[config.mk]
export PLATFORM = sky130hd
export DESIGN_NAME = snn_step_scheduler
export DESIGN_NICKNAME = d
export VERILOG_FILES = /design/src/rtl/snn_pkg.sv /design/src/rtl/snn_rr_arbiter.sv /design/src/rtl/snn_step_scheduler.sv
export SDC_FILE = /design/constraint.sdc
export NUM_CORES = 1
export LEC_CHECK = 0
export ABC_AREA = 1
export CORE_MARGIN = 8
export CORE_UTILIZATION = 55
export DETAILED_ROUTE_END_ITERATION = 8
export GPL_ROUTABILITY_DRIVEN = 0
export HOLD_SLACK_MARGIN = 0.12
export PLACE_DENSITY = 0.84
export SLEW_MARGIN = 20
export SYNTH_ARGS = -nofsm -noshare
export SYNTH_HDL_FRONTEND = slang
export SYNTH_SLANG_ARGS = --single-unit
[constraint.sdc]
create_clock -name clk -period 3.5 [get_ports clk]
set_clock_uncertainty 0.1 [all_clocks]
set_input_delay 0.875 -clock clk [delete_from_list [all_inputs] [get_ports clk]]
set_output_delay 0.875 -clock clk [all_outputs]
set_load 0.03 [all_outputs]
[src/rtl/snn_pkg.sv]
// Shared definitions for the spiking-network blocks: scheduler FSM states and
// default array dimensions reused by the neuron and synapse datapaths.
package snn_pkg;

    typedef enum logic [1:0] {
        ST_IDLE = 2'd0,
        ST_SCAN = 2'd1,
        ST_LEAK = 2'd2,
        ST_DONE = 2'd3
    } snn_state_e;

    localparam int SNN_N_NEURONS = 4;
    localparam int SNN_CNT_W     = 8;

endpackage

[src/rtl/snn_rr_arbiter.sv]
// Combinational round-robin pick: first set request bit at or above ptr_i,
// wrapping around to bit 0.
module snn_rr_arbiter #(
    parameter int N    = 4,
    parameter int ID_W = $clog2(N)
) (
    input  logic [N-1:0]    req_i,
    input  logic [ID_W-1:0] ptr_i,
    output logic            grant_valid_o,
    output logic [ID_W-1:0] grant_id_o
);

    int              idx;
    logic [ID_W-1:0] idx_w;

    // Walk offsets from farthest to nearest so the nearest hit wins.
    always_comb begin
        grant_valid_o = 1'b0;
        grant_id_o    = '0;
        idx           = 0;
        idx_w         = '0;
        for (int k = N - 1; k >= 0; k--) begin
            idx = int'(ptr_i) + k;
            if (idx >= N) begin
                idx = idx - N;
            end
            idx_w = ID_W'(idx);
            if (req_i[idx_w]) begin
                grant_valid_o = 1'b1;
                grant_id_o    = idx_w;
            end
        end
    end

endmodule

[src/rtl/snn_step_scheduler.sv]
// Time-step controller: latches neuron spikes, snapshots them on step_start,
// feeds them one per handshake to the shared synapse engine, then leaks.
module snn_step_scheduler
    import snn_pkg::*;
#(
    parameter int N_NEURONS = SNN_N_NEURONS,
    parameter int ID_W      = $clog2(N_NEURONS),
    parameter int CNT_W     = SNN_CNT_W
) (
    input  logic                 clk,
    input  logic                 rst_n,
    input  logic                 ena,
    input  logic [N_NEURONS-1:0] spike_in,
    input  logic                 step_start,
    output logic                 issue_valid,
    input  logic                 issue_ready,
    output logic [ID_W-1:0]      issue_id,
    output logic                 leak_pulse,
    output logic                 step_done,
    output logic                 busy,
    output logic [CNT_W-1:0]     step_count,
    output logic [CNT_W-1:0]     drop_count,
    output logic                 step_overrun,
    output snn_state_e           state_o
);

    snn_state_e           state_q;
    logic [N_NEURONS-1:0] pending_q;
    logic [N_NEURONS-1:0] snapshot_q;
    logic [ID_W-1:0]      rr_ptr_q;
    logic [CNT_W-1:0]     step_count_q;
    logic [CNT_W-1:0]     drop_count_q;
    logic                 overrun_q;

    logic                 grant_valid;
    logic [ID_W-1:0]      grant_id;
    logic [N_NEURONS-1:0] spikes;
    logic                 start_accept;
    logic                 drop_hit;
    logic                 handshake;
    logic [ID_W-1:0]      rr_ptr_d;

    snn_rr_arbiter #(
        .N    (N_NEURONS),
        .ID_W (ID_W)
    ) u_arb (
        .req_i         (snapshot_q),
        .ptr_i         (rr_ptr_q),
        .grant_valid_o (grant_valid),
        .grant_id_o    (grant_id)
    );

    // Handshake: issue_valid comes from registered state only; an event is
    // consumed on the cycle where issue_valid and issue_ready are both high.
    assign spikes       = ena ? spike_in : '0;
    assign start_accept = step_start && ena && (state_q == ST_IDLE);
    assign drop_hit     = !start_accept && (|(pending_q & spikes));
    assign issue_valid  = (state_q == ST_SCAN) && grant_valid;
    assign handshake    = issue_valid && issue_ready;
    assign rr_ptr_d     = (grant_id == ID_W'(N_NEURONS - 1)) ? '0 : grant_id + ID_W'(1);

    assign issue_id     = issue_valid ? grant_id : '0;
    assign leak_pulse   = (state_q == ST_LEAK);
    assign step_done    = (state_q == ST_DONE);
    assign busy         = (state_q != ST_IDLE);
    assign step_count   = step_count_q;
    assign drop_count   = drop_count_q;
    assign step_overrun = overrun_q;
    assign state_o      = state_q;

    always_ff @(posedge clk or negedge rst_n) begin
        if (!rst_n) begin
            state_q      <= ST_IDLE;
            pending_q    <= '0;
            snapshot_q   <= '0;
            rr_ptr_q     <= '0;
            step_count_q <= '0;
            drop_count_q <= '0;
            overrun_q    <= 1'b0;
        end else begin
            // Spikes landing on the accepted start edge belong to the next step.
            if (start_accept) begin
                snapshot_q <= pending_q;
                pending_q  <= spikes;
            end else begin
                pending_q <= pending_q | spikes;
            end

            if (drop_hit && (drop_count_q != '1)) begin
                drop_count_q <= drop_count_q + CNT_W'(1);
            end

            if (step_start && (state_q != ST_IDLE)) begin
                overrun_q <= 1'b1;
            end

            case (state_q)
                ST_IDLE: begin
                    if (start_accept) begin
                        state_q <= ST_SCAN;
                    end
                end
                ST_SCAN: begin
                    if (!grant_valid) begin
                        state_q <= ST_LEAK;
                    end else if (handshake) begin
                        snapshot_q[grant_id] <= 1'b0;
                        rr_ptr_q             <= rr_ptr_d;
                    end
                end
                ST_LEAK: begin
                    state_q <= ST_DONE;
                end
                ST_DONE: begin
                    step_count_q <= step_count_q + CNT_W'(1);
                    state_q      <= ST_IDLE;
                end
                default: begin
                    state_q <= ST_IDLE;
                end
            endcase
        end
    end

endmodule

# After elaboration in Yosys (flattened, before gate mapping)
# Cells that the tools add are included.
word_totals:
  reg_bits: 29
  in_bits: 9
  output_inout_bits: 25
op_classes:
  add_sub_neg: 10
  n_lt_le_gt_ge: 10
  n_eq_ne: 7
  muxes: 33
  bitwise: 4
  reduce_logical: 14
ops:
  columns: ["cell", "n"]
  rows:
  - ["$mux W2", 12]
  - ["$mux W4", 6]
  - ["$add A8 B1 Y8 const B", 2]
  - ["$lt A2 B3 Y1 const B", 5]
  - ["$ge A3 B3 Y1 const B", 3]
  - ["$mux W1", 9]
  - ["$and A4 B4 Y4", 2]
  - ["$bmux W1 S2", 4]
  - ["$logic_and A1 B1 Y1", 8]
  - ["$ne A8 B8 Y1 const B", 1]
  - ["$pmux W2 S4", 1]
  - ["$sub A2 B1 Y2 const B", 4]
  - ["$add A2 B2 Y3 const B", 2]
  - ["$eq A2 B2 Y1 const B", 3]
  - ["$ne A2 B2 Y1 const B", 2]
  - ["$not A4 Y4", 1]
  - ["$or A4 B4 Y4", 1]
  - ["$reduce_or A4 Y1", 1]
  - ["$add A2 B1 Y3 const B", 1]
  - ["$ge A2 B3 Y1 const B", 1]
  - ["$reduce_and A3 Y1", 1]
  - ["$add A2 B1 Y2 const B", 1]
  - ["$demux W1 S2", 1]
  - ["$eq A2 B1 Y1 const B", 1]
  - ["other kinds (5)", 5]

# Depth between registers and ports, before layout
depth:
  depth_word: 18
  mapped_depth: 14
  mapped_depth_nobuf: 14

# Cells and area by module
# A second synthesis with hierarchy kept.
hier_totals:
  cells_unflattened: 227
  area_unflattened_um2: 1794.2
by_module_without_submodules:
  columns: ["mod", "n_inst", "cells_per_inst", "area_each_um2", "seq_area_each_um2"]
  rows:
  - ["snn_step_scheduler", 1, 181, 1581.5, 725.7]
  - ["snn_rr_arbiter", 1, 46, 212.7, 0.0]

# Worst setup path before layout
# OpenSTA, ideal clock, no wires.
synth_timing:
  path_type: "reg2out"
  startpoint: "register rr_ptr_q[0]"
  endpoint: "output port issue_id[0]"
  t_arrival_ns: 1.523
  path_slack_ns: 1.002
  path_stages_with_launch: 11
  n_path_buf: 1
  path_cell_list: "dfrtp_1 > buf_6 > nand2_1 > nand3_1 > nand2_1 > nand3_1 > nand2_1 > nand2_1 > nand2_1 > inv_1 > nor2_1"
synth_between:
  elab_chain_len: 11
  elab_cells_between_ends: 33
  classes_between: "add/sub (7); order compare (4); mux (21); reduce/logical (1)"
synth_rtl:
  columns: ["element", "line_no", "rtl"]
  rows:
  - ["start, declared", "snn_step_scheduler.sv:30", "logic [ID_W-1:0] rr_ptr_q;"]
  - ["start signal, assigned", "snn_step_scheduler.sv:108", "rr_ptr_q <= rr_ptr_d;"]
  - ["$add A2 B2 Y3", "snn_rr_arbiter.sv:23", "idx = int'(ptr_i) + k;"]
  - ["$ge A3 B3 Y1 / $sub A2 B1 Y2 (equally long branches)", "snn_rr_arbiter.sv:24, snn_rr_arbiter.sv:25", null]
  - ["$mux W2", "snn_rr_arbiter.sv:24", "if (idx >= N) begin"]
  - ["$bmux W1 S2", "snn_rr_arbiter.sv:28", "if (req_i[idx_w]) begin"]
  - ["$mux W1 (implied by the code)", "snn_rr_arbiter.sv:28", null]
  - ["$mux W1 (4 in a row)", "snn_rr_arbiter.sv:28", null]
  - ["$logic_and A1 B1 Y1", "snn_step_scheduler.sv:58", "assign issue_valid = (state_q == ST_SCAN) && grant_valid;"]
  - ["$mux W2 *", "snn_step_scheduler.sv:62", "assign issue_id = issue_valid ? grant_id : '0;"]
  - ["end, declared", "snn_step_scheduler.sv:17", "output logic [ID_W-1:0] issue_id,"]
# Every way passes the cells marked *; elsewhere a longest branch is shown, timed or not. The select of a mux whose other input is x is not followed.

# Final worst setup path
layout_timing:
  startpoint: "register rr_ptr_q[0]"
  endpoint: "output port issue_valid"
layout_between:
  elab_chain_len: 10
  elab_cells_between_ends: 28
  classes_between: "add/sub (7); order compare (4); mux (16); reduce/logical (1)"
layout_rtl:
  columns: ["element", "line_no", "rtl"]
  rows:
  - ["$add A2 B2 Y3", "snn_rr_arbiter.sv:23", null]
  - ["$ge A3 B3 Y1 / $sub A2 B1 Y2 (equally long branches)", "snn_rr_arbiter.sv:24, snn_rr_arbiter.sv:25", null]
  - ["$mux W2", "snn_rr_arbiter.sv:24", null]
  - ["$bmux W1 S2", "snn_rr_arbiter.sv:28", null]
  - ["$mux W1 (implied by the code)", "snn_rr_arbiter.sv:28", null]
  - ["$mux W1 (3 in a row)", "snn_rr_arbiter.sv:28", null]
  - ["$mux W1 *", "snn_rr_arbiter.sv:28", null]
  - ["$logic_and A1 B1 Y1 *", "snn_step_scheduler.sv:58", null]
  - ["end, declared", "snn_step_scheduler.sv:15", "output logic issue_valid,"]
# Marks and branches as above.

==> flow_summary.yaml <==
drt:
  ant_nets: 0
  drt-total-wl_um: 3410
  drc: 0
  dr_total_vias: 1452
  first_iter_violations: 91
  avgRoutedWirePerCell_um: 11.2
  vias_per_cell: 4.75
  drt-pass1-iter-count: 4
synthesis:
  synth-seq-cells: 29
  synth_top_cell_by_area: "dfrtp_1"
  synth_nets: 241
  synthesis.instances: 221
  seq_area_frac_synth_pct: 41.6
  synthFlopType: "dfrtp_1"
  syn_area_um2: 1740
  synth_top_area_share_pct: 41.6
  syn_area_per_cell_um2: 7.89
  yosysUniqueCellTypes: 24
  synth_edf_count: 0
  synth_area_leaders: "dfrtp_1 (42%), nand2_1 (13%), inv_1 (8.2%), ha_1 (7.9%), xor2_1 (4.5%)"
  async_reset_ff_share_pct: 100
  yosysWarnings: 0
power_and_ir_drop:
  ir_worst_vdd_mv: 0.691
  p_leak_nw: 1.15
  power_mw: 2.10
  pwr_density_cell_nw_per_um2: 953
finish:
  stdcell_count: 306
  fillers: 226
  final_net_count: 281
  multi_input_area_um2: 851
  seqCellArea_um2: 727
  synthToLayoutAreaGrowth_pct: 26.4
  final_util_pct: 72.8
  diodes: 0
  fin_area_um2: 2200
  layout-drive-gt1-share_pct: 9.92
critical_path:
  critical_path_class: "flip-flop to output pin"
  reg2regPathDepth: 14
  critPathArrivalTime_ns: 2.29
  worstPathMaxFanout: 13
  cp-end-kind: "output pin"
  cp.required_ns: 2.52
  startpoint_type: "flip-flop"
job:
  drv_cap: 0
sta:
  max_freq_mhz: 306
  tightest_slew_ns: 0.376
  period_share_pct: 93.4
  rsz0062_at_grt: "no"
  hold_viol: 0
  setup_tns_ns: 0
  drv_slew: 0
  relSlewSlack_pct: 74.8
  period_needed_ns: 3.27
  finalSetupViolations: 0
cts:
  numCtsBuffers: 5
  clk_latency_ns: 0.33
  cts_hold_buf: 0
  h-tree-depth: 2
  postCtsSetupRepairBufs: 0
  cts-root-buf: "clkbuf_4"
  cts_sinks: 29
  cts_tree: "yes"
  path_clk_slew_ns: 0.09
  cts_buffer_depth: 2
placement:
  placed_area_um2: 2130
  port-buffer-count: 33
  dp_cells: 298
  dp.final_hpwl_um: 2590
grt:
  grt_pass1_wl_um: 5970
  antenna_found_initial: 0
  grt_pass1_vias: 1437
  grt_start_max_net_pins: 30
  grt_usage_pct: 14.4
  grt_overflow: 0
worst_hold_path:
  hold_depth: 1
  hold_class: "flip-flop to flip-flop"
floorplanning:
  die-area_um2: 5230
  core-area_um2: 3030
  initial_core_util_pct: 57.6
  die_x_um: 72.3
  die_y_um: 72.3
  rows: 20
  io_pins: 34
run_status:
  status: "complete, no violations"
## power breakdown
part           leakage, nW  switching (mW)  internal (mW)  total, mW
Combinational        0.756           0.780          0.493       1.27
Sequential           0.354           0.131          0.460      0.591
Clock               0.0413           0.120          0.116      0.236
## sequential cells by signal, indices dropped and copies added, names as in the netlist
| signal | cells |
|---|---|
| step_overrun | 1 |
| step_count | 8 |
| drop_count | 8 |
| pending_q | 4 |
| state_o | 2 |
| rr_ptr_q | 2 |
| snapshot_q | 4 |
## area by class of cell
cell class	instances	area share [%]
clock inverter	1	0.227
tap	44	2.50
sequential	29	33.0
timing repair buffer	35	15.9
inverter	40	6.81
clock buffer	7	2.95
multi-input combinational	150	38.6
## Yosys cell counts, types with 2 or more instances
cell and count:
nand2_1 60, inv_1 38, dfrtp_1 29, nor2_1 16
o21ai_0 14, ha_1 11, nand3_1 11, xor2_1 9
xnor2_1 5, o21ai_1 4, nand2_2 3, nor2_2 3
a21o_1 2, inv_2 2, nand2_4 2, nand3_2 2
nor3_1 2, o22ai_1 2
## worst max-delay path, cell delays in order (launching register included)
cell and delay (ns):
dfrtp_2 0.49, inv_1 0.16, nand2_1 0.09, nand2_1 0.08, inv_1 0.04, nor2_1 0.12
nor2_2 0.07, nand2_2 0.12, nand2_4 0.09, inv_1 0.06, clkdlybuf4s50_1 0.66
## worst paths after layout
check                      slack (ns)             to           from
max                              0.23    issue_valid    rr_ptr_q[0]
min                              0.37  step_count[7]  step_count[7]
max reg2reg                      1.45  snapshot_q[2]    rr_ptr_q[0]
min reg2reg                      0.37  step_count[7]  step_count[7]
max in group asynchronous        2.19    rr_ptr_q[0]          rst_n
min in group asynchronous        0.81  drop_count[5]          rst_n
## kinds of logic (layout without fill, tap and decap cells)
| group | count (synthesis) | count (layout) | share of synthesized area [%] |
|---|---|---|---|
| and+or+nand+nor | 102 | 102 | 26.6 |
| xor gates and xnor gates | 14 | 14 | 7.04 |
| DFF | 29 | 29 | 41.6 |
| adders and majority gates | 11 | 11 | 7.90 |
| buffers and inverters | 42 | 83 | 9.55 |
| AOI/OAI and AO/OA | 23 | 23 | 7.25 |
## metrics by stage
stage / setup WS [ns] / hold WS, ns
final: 0.231 / 0.368
after global routing: 0.0871 / 0.383
after CTS: 0.0544 / 0.374
after detailed placement: 0.371 / 0.357
after global placement: 0.418 / 0.340
after floorplan: 1.00 / 0.416
## what timing repair did
| action | CTS | global route |
|---|---|---|
| endpoints found under the hold margin | 0 | 0 |
| resized for setup | 1 | 2 |
| setup endpoints to repair | 1 | 2 |
## per-layer routing
| metal | routed length, µm | track usage (%) |
|---|---|---|
| met5 | 0 | 0 |
| met4 | 56 | 5.44 |
| met3 | 223 | 6.47 |
| met2 | 1570 | 22.9 |
| met1 | 1560 | 16.6 |
## cell usage in the layout, fill, tap and decap left out, drive strengths merged
master / count
a21o: 2
buf: 2
clkbuf: 7
clkdlybuf4s50: 31
clkinv: 1
dfrtp: 29
dlymetal6s2s: 2
ha: 11
inv: 40
nand2: 65
nand3: 14
nor2: 19
nor3: 3
o21ai: 19
o22ai: 2
or2: 1
xnor2: 5
xor2: 9
Power figures use the tool's default switching activity.
